## src/rtl/ifetch_prefetch_if.sv

```systemverilog
// Bus bundle between the fetch unit, instruction memory and the decoder.
// master = fetch unit side, slave = memory/decoder environment side.
interface ifetch_prefetch_if #(
   parameter int ADDR_W = 32
);
   logic              imem_req_valid;
   logic              imem_req_ready;
   logic [ADDR_W-1:0] imem_req_addr;
   logic              imem_rsp_valid;
   logic [31:0]       imem_rsp_data;
   logic              inst_valid;
   logic              inst_ready;
   logic [31:0]       inst_data;
   logic [ADDR_W-1:0] inst_pc;
   logic [ADDR_W-1:0] inst_link;
   logic [ADDR_W-1:0] branch_base;

   modport master (
      output imem_req_valid, imem_req_addr,
      input  imem_req_ready, imem_rsp_valid, imem_rsp_data,
      output inst_valid, inst_data, inst_pc, inst_link, branch_base,
      input  inst_ready
   );

   modport slave (
      input  imem_req_valid, imem_req_addr,
      output imem_req_ready, imem_rsp_valid, imem_rsp_data,
      input  inst_valid, inst_data, inst_pc, inst_link, branch_base,
      output inst_ready
   );
endinterface

```

## src/rtl/ifetch_prefetch.sv

```systemverilog
// Instruction fetch unit with prefetch queue. Requests are only issued when
// the queue has room for every outstanding response, so the response path
// never needs backpressure. A redirect flushes the queue and marks all
// in-flight responses as stale (drop counter).
module ifetch_prefetch #(
   parameter int                ADDR_W    = 32,
   parameter logic [ADDR_W-1:0] RESET_PC  = '0,
   parameter int                DEPTH     = 4,
   parameter bit                LINK_WORD = 1'b1
) (
   input  logic              clock,
   input  logic              reset,
   input  logic              redirect_valid,
   input  logic [ADDR_W-1:0] redirect_target,
   ifetch_prefetch_if.master bus
);
   localparam int CNT_W = $clog2(DEPTH + 1);
   localparam int PTR_W = $clog2(DEPTH);
   localparam logic [ADDR_W-1:0] STEP = ADDR_W'(4);

   logic [ADDR_W-1:0] fetch_pc;
   logic [ADDR_W-1:0] resp_pc;
   logic [CNT_W-1:0]  pending;
   logic [CNT_W-1:0]  drop;
   logic [CNT_W-1:0]  count;
   logic [PTR_W-1:0]  rd_ptr;
   logic [PTR_W-1:0]  wr_ptr;
   logic [31:0]       q_data [DEPTH];
   logic [ADDR_W-1:0] q_pc   [DEPTH];

   logic [CNT_W:0]    in_use;
   logic              req_valid;
   logic              head_valid;
   logic              issue;
   logic              pop;
   logic              enq;
   logic [ADDR_W-1:0] target_al;
   logic [ADDR_W-1:0] head_pc;
   logic [ADDR_W-1:0] head_next;

   // Handshake qualification; nothing is offered during reset or a redirect.
   always_comb begin
      in_use     = {1'b0, count} + {1'b0, pending};
      req_valid  = !reset && !redirect_valid && (in_use < (CNT_W+1)'(DEPTH));
      head_valid = !reset && !redirect_valid && (count != '0);
      issue      = req_valid && bus.imem_req_ready;
      pop        = head_valid && bus.inst_ready;
      enq        = bus.imem_rsp_valid && (drop == '0) && !redirect_valid;
      target_al  = redirect_target & ~ADDR_W'(3);
      head_pc    = q_pc[rd_ptr];
      head_next  = head_pc + STEP;
   end

   assign bus.imem_req_valid = req_valid;
   assign bus.imem_req_addr  = fetch_pc;
   assign bus.inst_valid     = head_valid;
   assign bus.inst_data      = q_data[rd_ptr];
   assign bus.inst_pc        = head_pc;
   assign bus.inst_link      = LINK_WORD ? (head_next >> 2) : head_next;
   assign bus.branch_base    = head_next;

   // Fetch/response PCs, outstanding and stale counters, queue occupancy.
   always_ff @(posedge clock) begin
      if (reset) begin
         fetch_pc <= RESET_PC;
         resp_pc  <= RESET_PC;
         pending  <= '0;
         drop     <= '0;
         count    <= '0;
         rd_ptr   <= '0;
         wr_ptr   <= '0;
      end else if (redirect_valid) begin
         // Everything still in flight belongs to the old stream.
         fetch_pc <= target_al;
         resp_pc  <= target_al;
         pending  <= pending - CNT_W'(bus.imem_rsp_valid);
         drop     <= pending - CNT_W'(bus.imem_rsp_valid);
         count    <= '0;
         rd_ptr   <= wr_ptr;
      end else begin
         if (issue) begin
            fetch_pc <= fetch_pc + STEP;
         end
         pending <= pending + CNT_W'(issue) - CNT_W'(bus.imem_rsp_valid);
         if (bus.imem_rsp_valid && (drop != '0)) begin
            drop <= drop - CNT_W'(1);
         end
         if (enq) begin
            resp_pc <= resp_pc + STEP;
            wr_ptr  <= wr_ptr + PTR_W'(1);
         end
         if (pop) begin
            rd_ptr <= rd_ptr + PTR_W'(1);
         end
         count <= count + CNT_W'(enq) - CNT_W'(pop);
      end
   end

   // Queue storage; contents are only meaningful between rd_ptr and wr_ptr.
   always_ff @(posedge clock) begin
      if (enq) begin
         q_data[wr_ptr] <= bus.imem_rsp_data;
         q_pc[wr_ptr]   <= resp_pc;
      end
   end

   // Issue rule guarantees space; an overflow means memory broke the protocol.
   always_ff @(posedge clock) begin
      if (!reset) begin
         assert (!(enq && !pop && (count == CNT_W'(DEPTH))));
         assert (!(bus.imem_rsp_valid && (pending == '0)));
      end
   end
endmodule

```

## src/flat_wrapper.sv

```systemverilog
// flat-port wrapper written by rule: the top's interface ports become plain ports
module ifetch_prefetch_flat 
#(
   parameter int                ADDR_W    = 32,
   parameter logic [ADDR_W-1:0] RESET_PC  = '0,
   parameter int                DEPTH     = 4,
   parameter bit                LINK_WORD = 1'b1
)
  (clock, reset, redirect_valid, redirect_target, bus_imem_req_valid, bus_imem_req_addr, bus_imem_req_ready, bus_imem_rsp_valid, bus_imem_rsp_data, bus_inst_valid, bus_inst_data, bus_inst_pc, bus_inst_link, bus_branch_base, bus_inst_ready);
  ifetch_prefetch_if #(.ADDR_W(ADDR_W)) bus_i ();
  input  logic clock;
  input  logic reset;
  input  logic redirect_valid;
  input  logic [ADDR_W-1:0] redirect_target;
  output wire logic [$bits(bus_i.imem_req_valid)-1:0] bus_imem_req_valid;
  output wire logic [$bits(bus_i.imem_req_addr)-1:0] bus_imem_req_addr;
  input wire logic [$bits(bus_i.imem_req_ready)-1:0] bus_imem_req_ready;
  input wire logic [$bits(bus_i.imem_rsp_valid)-1:0] bus_imem_rsp_valid;
  input wire logic [$bits(bus_i.imem_rsp_data)-1:0] bus_imem_rsp_data;
  output wire logic [$bits(bus_i.inst_valid)-1:0] bus_inst_valid;
  output wire logic [$bits(bus_i.inst_data)-1:0] bus_inst_data;
  output wire logic [$bits(bus_i.inst_pc)-1:0] bus_inst_pc;
  output wire logic [$bits(bus_i.inst_link)-1:0] bus_inst_link;
  output wire logic [$bits(bus_i.branch_base)-1:0] bus_branch_base;
  input wire logic [$bits(bus_i.inst_ready)-1:0] bus_inst_ready;
  assign bus_imem_req_valid = bus_i.imem_req_valid;
  assign bus_imem_req_addr = bus_i.imem_req_addr;
  assign bus_i.imem_req_ready = bus_imem_req_ready;
  assign bus_i.imem_rsp_valid = bus_imem_rsp_valid;
  assign bus_i.imem_rsp_data = bus_imem_rsp_data;
  assign bus_inst_valid = bus_i.inst_valid;
  assign bus_inst_data = bus_i.inst_data;
  assign bus_inst_pc = bus_i.inst_pc;
  assign bus_inst_link = bus_i.inst_link;
  assign bus_branch_base = bus_i.branch_base;
  assign bus_i.inst_ready = bus_inst_ready;
  ifetch_prefetch #(.ADDR_W(ADDR_W), .RESET_PC(RESET_PC), .DEPTH(DEPTH), .LINK_WORD(LINK_WORD)) u_core (.clock(clock), .reset(reset), .redirect_valid(redirect_valid), .redirect_target(redirect_target), .bus(bus_i));
endmodule
```

## config.mk

```make
export PLATFORM = sky130hd
export DESIGN_NAME = ifetch_prefetch_flat
export DESIGN_NICKNAME = d
export VERILOG_FILES = /design/src/rtl/ifetch_prefetch_if.sv /design/src/rtl/ifetch_prefetch.sv /design/src/flat_wrapper.sv
export SDC_FILE = /design/constraint.sdc
export NUM_CORES = 1
export LEC_CHECK = 0
export CAP_MARGIN = 5
export CORE_ASPECT_RATIO = 2
export CORE_MARGIN = 2
export CORE_UTILIZATION = 35
export CTS_BUF_LIST = sky130_fd_sc_hd__clkbuf_8
export DETAILED_ROUTE_END_ITERATION = 10
export DONT_BUFFER_PORTS = 1
export GPL_TIMING_DRIVEN = 0
export PLACE_DENSITY_LB_ADDON = 0.3
export SYNTH_ARGS = -nofsm -noshare
export SYNTH_HDL_FRONTEND = slang
export SYNTH_SLANG_ARGS = --single-unit
```

## constraint.sdc

```tcl
create_clock -name clock -period 3.35 [get_ports clock]
set_input_delay 0.5025 -clock clock [delete_from_list [all_inputs] [get_ports clock]]
set_output_delay 0.5025 -clock clock [all_outputs]
set_load 0.005 [all_outputs]
```

==> impl.org <==
** Status
- Run status :: complete, but fails checks
- The checks that failed: setup timing.

** Finish
- Share of cells above drive strength 1 :: 0.2299
- Sequential standard cell area :: a little under 9000 um^2
- At the end of the flow the core is filled with cells to 0.4192.
- Net count of the finished layout :: roughly 1,200
- The library cell used most frequently in the layout, excluding fill and tap cells, is sky130_fd_sc_hd__edfxtp_1.
- Highest-count cells in the layout ignoring fill and taps :: sky130_fd_sc_hd__edfxtp_1, sky130_fd_sc_hd__dfxtp_1, sky130_fd_sc_hd__mux4_2
- Filler cell count in the final layout :: 3,788
- Number of standard cells in the layout, taps in and fillers out :: about 1,600
- Area growth, synth to finish :: 18.99%
- The multi-input combinational cells in the finished layout cover a total of between 4000 and 5000 um^2.

** Global routing
- GRT Resource Usage Total :: 0.1783
- Entering global routing, the biggest net connects 37 pins.
- The first global-routing pass estimated between 50,000 and 60,000 um of wire.
- Global route overflow :: 0
- Antenna violations before repair :: 1
- The number of global-route vias before repair came to 8,970.

** Critical path
- The setup path with the least slack is of type register to output port.
- In this run the critical register-to-register path is captured at u_core.pending[2]$_SDFF_PP0_.
- Worst r2r src :: u_core.count[1]$_SDFF_PP0_
- Worst endpoint data arrival time :: between 3000 and 4000 ps
- Setup slack on the worst reg-to-reg path comes out at between 200 and 250 ps.
- The critical path goes through buf_6 > buf_12 > buf_12 > mux4_2 > ha_4 > and4_4 > nand4_1 > nor3_4 > xor2_2 > buf_4.
- Critical path peak fanout :: 8
- STA puts the critical path data required time at 2850 ps.
- Kind of start point of the critical path :: register
- R2R cell count :: 11
- The largest individual stage delay along the critical path comes from the cell sky130_fd_sc_hd__mux4_2.
- Most numerous cell on the critical path :: sky130_fd_sc_hd__buf_12
- The worst setup path is captured at an output port.
- For this run, the slowest stage of the critical path takes between 400 and 500 ps.

** Route
- In this run the remaining antenna-violating nets after routing total 0.
- After detailed routing, the average wire length per cell comes to around 23 um.
- Iter 0 DRT Violations :: 448
- Via count :: between 8,000 and 9,000
- Number of search-and-repair iterations in the first detailed-routing pass :: 4
- Via density per instance :: between 5 and 6
- DRC violation count after routing :: 0
- Wire length reported by the detailed router :: 37,610 um

** Power and ir drop
- The completed layout was analyzed and its total power is between 0.008 and 0.009 W.
- Total power per unit cell area :: between 500 and 600 nW/um^2
- For this design the static power due to leakage is 5.641 nW.
- IR analysis of the VDD net gives a maximum drop of roughly 0.00029 V.

** Die
- The initial utilization of the core area, before any placement, comes to 0.3523.
- The die is between 100 and 150 um wide.
- Row generation in the floorplan step produced around 100 rows.
- IO Pins :: ~230
- Floorplan core area :: roughly 40,000 um^2
- Measured along the y axis, the die boundary spans 288.1 um.
- The die covers between 40,000 and 50,000 um^2.

** Synth
- Count of state elements after synthesis :: ~320
- Total number of yosys warnings :: 0
- The largest total area in the synthesized netlist belongs to sky130_fd_sc_hd__edfxtp_1.
- The most used flip-flop cell after synthesis is sky130_fd_sc_hd__edfxtp_1.
- Async SR Flop Fraction :: 0
- Counting flops with a built-in enable in the synthesized netlist gives approximately 250.
- In this run the cell area of the synthesized design comes to 14,120 um^2.
- Synthesis handed over a netlist of approximately 970 instances.
- Count of distinct cell types in the synthesized netlist :: a little under 60
- Of the synthesized area, sequential elements account for 0.6337.
- After synthesis, the cell types taking the most area are sky130_fd_sc_hd__edfxtp_1, sky130_fd_sc_hd__dfxtp_1, sky130_fd_sc_hd__mux4_2.
- A synthesized cell averages between 10 and 15 um^2.
- Top cell type's share of synthesized area :: 0.5274

** Place
- Instance count after placement with tap cells included :: between 1,500 and 2,000
- Routability-driven placement finished with a final weighted congestion of just under 0.9.
- Port Buffer Count :: 0
- Half-perimeter wire length after detailed placement :: between 20,000 and 30,000 um

** Timing
- Of the available clock period, the critical path in the final layout requires 1.069.
- Setup violations remaining at the end of the flow were counted as 30.
- Number of pins exceeding their max-slew limit in the final report :: 0
- In the post-route analysis, the smallest setup slack over all paths is -230.5 ps.
- Measured against its own limit, the worst slew margin works out to 0.1926.
- The hold violation count in the final report came to 0.
- The worst path in the final design needs a cycle of 3580 ps, including I/O delays and setup.
- The clock arrives with about 21 ps of skew.
- At the pin with the least slew margin, the transition time is around 1200 ps.
- Fmax :: approximately 280 MHz
- Unrepaired setup endpoints after global routing :: yes
- Summed over all failing endpoints, the final setup total negative slack is -3273 ps.

** Worst hold path
- The worst hold path belongs to the class input port to register.
- The worst hold path was traced through 2 stages.
- The path with the worst hold slack has its endpoint at u_core.bus.imem_req_addr[28]$_SDFFE_PP0P_.
- In this run the most critical hold path is launched from redirect_target[28].

** Clock tree
- For this design, the sink count on the clock tree is approximately 320.
- Reg clk slew, reported paths :: around 70 ps
- The root buffer cell chosen for the clock tree is sky130_fd_sc_hd__clkbuf_8.
- Clock tree from TritonCTS :: done
- Clock tree synthesis inserted a total of 47 buffers.
- In this run the deepest clock path goes through 3 buffers.
- Count of H-tree levels built during CTS :: 2
- Latest clock arrival within the worst-skew pair :: 600 ps

** Flow run
- Maximum Capacitance Violations :: 0
[report_power, final]
| part | switching, W | total (W) | leakage (nW) | internal [W] |
|---|---|---|---|---|
| Sequential | 0.000126 | 0.00458 | 2.88 | 0.00445 |
| Combinational | 0.000526 | 0.000925 | 2.19 | 0.000399 |
| Clock | 0.00153 | 0.00338 | 0.568 | 0.00185 |
| Total | 0.00218 | 0.00889 | 5.64 | 0.00671 |
[how the worst max path moves through the flow]
stage | end | slack (ps) | cells after the start
final | bus_inst_link[16] | -230 | 10
after global routing | bus_inst_link[27] | -380 | 9
after CTS | bus_inst_link[28] | -360 | 9
after detailed placement | bus_inst_link[28] | -390 | 9
after global placement | u_core.q_data[0][11]$_DFFE_PP_ | -1390 | 4
after floorplan | u_core.q_data[0][0]$_DFFE_PP_ | 380 | 4
[cells in the mapped netlist (all sizes together), types with 23 or more instances]
| cell | instances |
|---|---|
| a21oi | 25 |
| buf | 60 |
| clkbuf | 23 |
| dfxtp | 75 |
| edfxtp | 248 |
| inv | 38 |
| mux4 | 62 |
| nand2 | 50 |
| nand3 | 35 |
| nand4 | 24 |
| nor2 | 43 |
| nor4 | 24 |
| xnor2 | 37 |
| xor2 | 31 |
[what timing repair did]
action	in CTS	in global routing
setup buffers	18	2
hold buffers	32	0
gates resized for setup	60	28
pin swaps	10	10
endpoints found under the hold margin	128	0
setup endpoints to repair	80	49
[layer usage]
layer	track usage	vias to the layer above	wire length (um)
met3	0.04358	74	2218
met4	0.07233	0	1383
li1	-	3888	-
met5	0	-	0
met1	0.1662	4225	12240
met2	0.3618	289	21770
[critical path: cells and delay by family (launching register included)]
kind / cells / cell delay [ps]
buf+inv: 4 / 530
simple gates: 3 / 790
fa+ha+maj: 1 / 180
flops: 1 / 320
xor+xnor: 1 / 220
mux: 1 / 450
[registers in the layout (all words and copies together) (netlist names), named ones only]
name / count
u_core.q_pc: 120
u_core.q_data: 128
u_core.count: 3
u_core.wr_ptr: 2
u_core.resp_pc: 30
u_core.bus.imem_req_addr: 30
u_core.pending: 3
u_core.rd_ptr: 2
u_core.drop: 3
[kinds of logic (layout without fill, tap and decap cells)]
| family | count (synthesis) | count (layout) | share of synthesized area |
|---|---|---|---|
| AO/OA/AOI/OAI | 115 | 115 | 0.05370 |
| multiplexers | 64 | 64 | 0.1035 |
| XOR/XNOR | 68 | 68 | 0.04218 |
| buffers and inverters | 122 | 265 | 0.04678 |
| adder cells (fa/ha/maj) | 19 | 19 | 0.01790 |
| other | 1 | 9 | 0.0002656 |
| flip-flops | 323 | 323 | 0.6337 |
| AND/OR/NAND/NOR | 256 | 256 | 0.1020 |
[area by class of cell]
class                           instances  share of cell area
Inverter                               39            0.008712
Sequential cell                       323              0.5327
Timing Repair Buffer                   56             0.03716
Clock inverter                         37             0.01884
Multi-Input combinational cell        530              0.2888
Buffer                                 83             0.03329
Antenna cell                            1           0.0001489
Tap cell                              530             0.03947
Clock buffer                           50             0.04096
[stage by stage]
| stage | cell area (um^2) | hold WS [ps] | setup WS (ps) |
|---|---|---|---|
| finish | 16800 | 69.38 | -230.5 |
| global route | 16800 | 33.10 | -379.7 |
| CTS | 16650 | 16.87 | -360.7 |
| detailed placement | 14930 | 520.3 | -390.5 |
| global placement | 14810 | 517.0 | -1389 |
| floorplan | 14150 | 482.5 | 384.2 |
(Power assumes the default switching activity.)
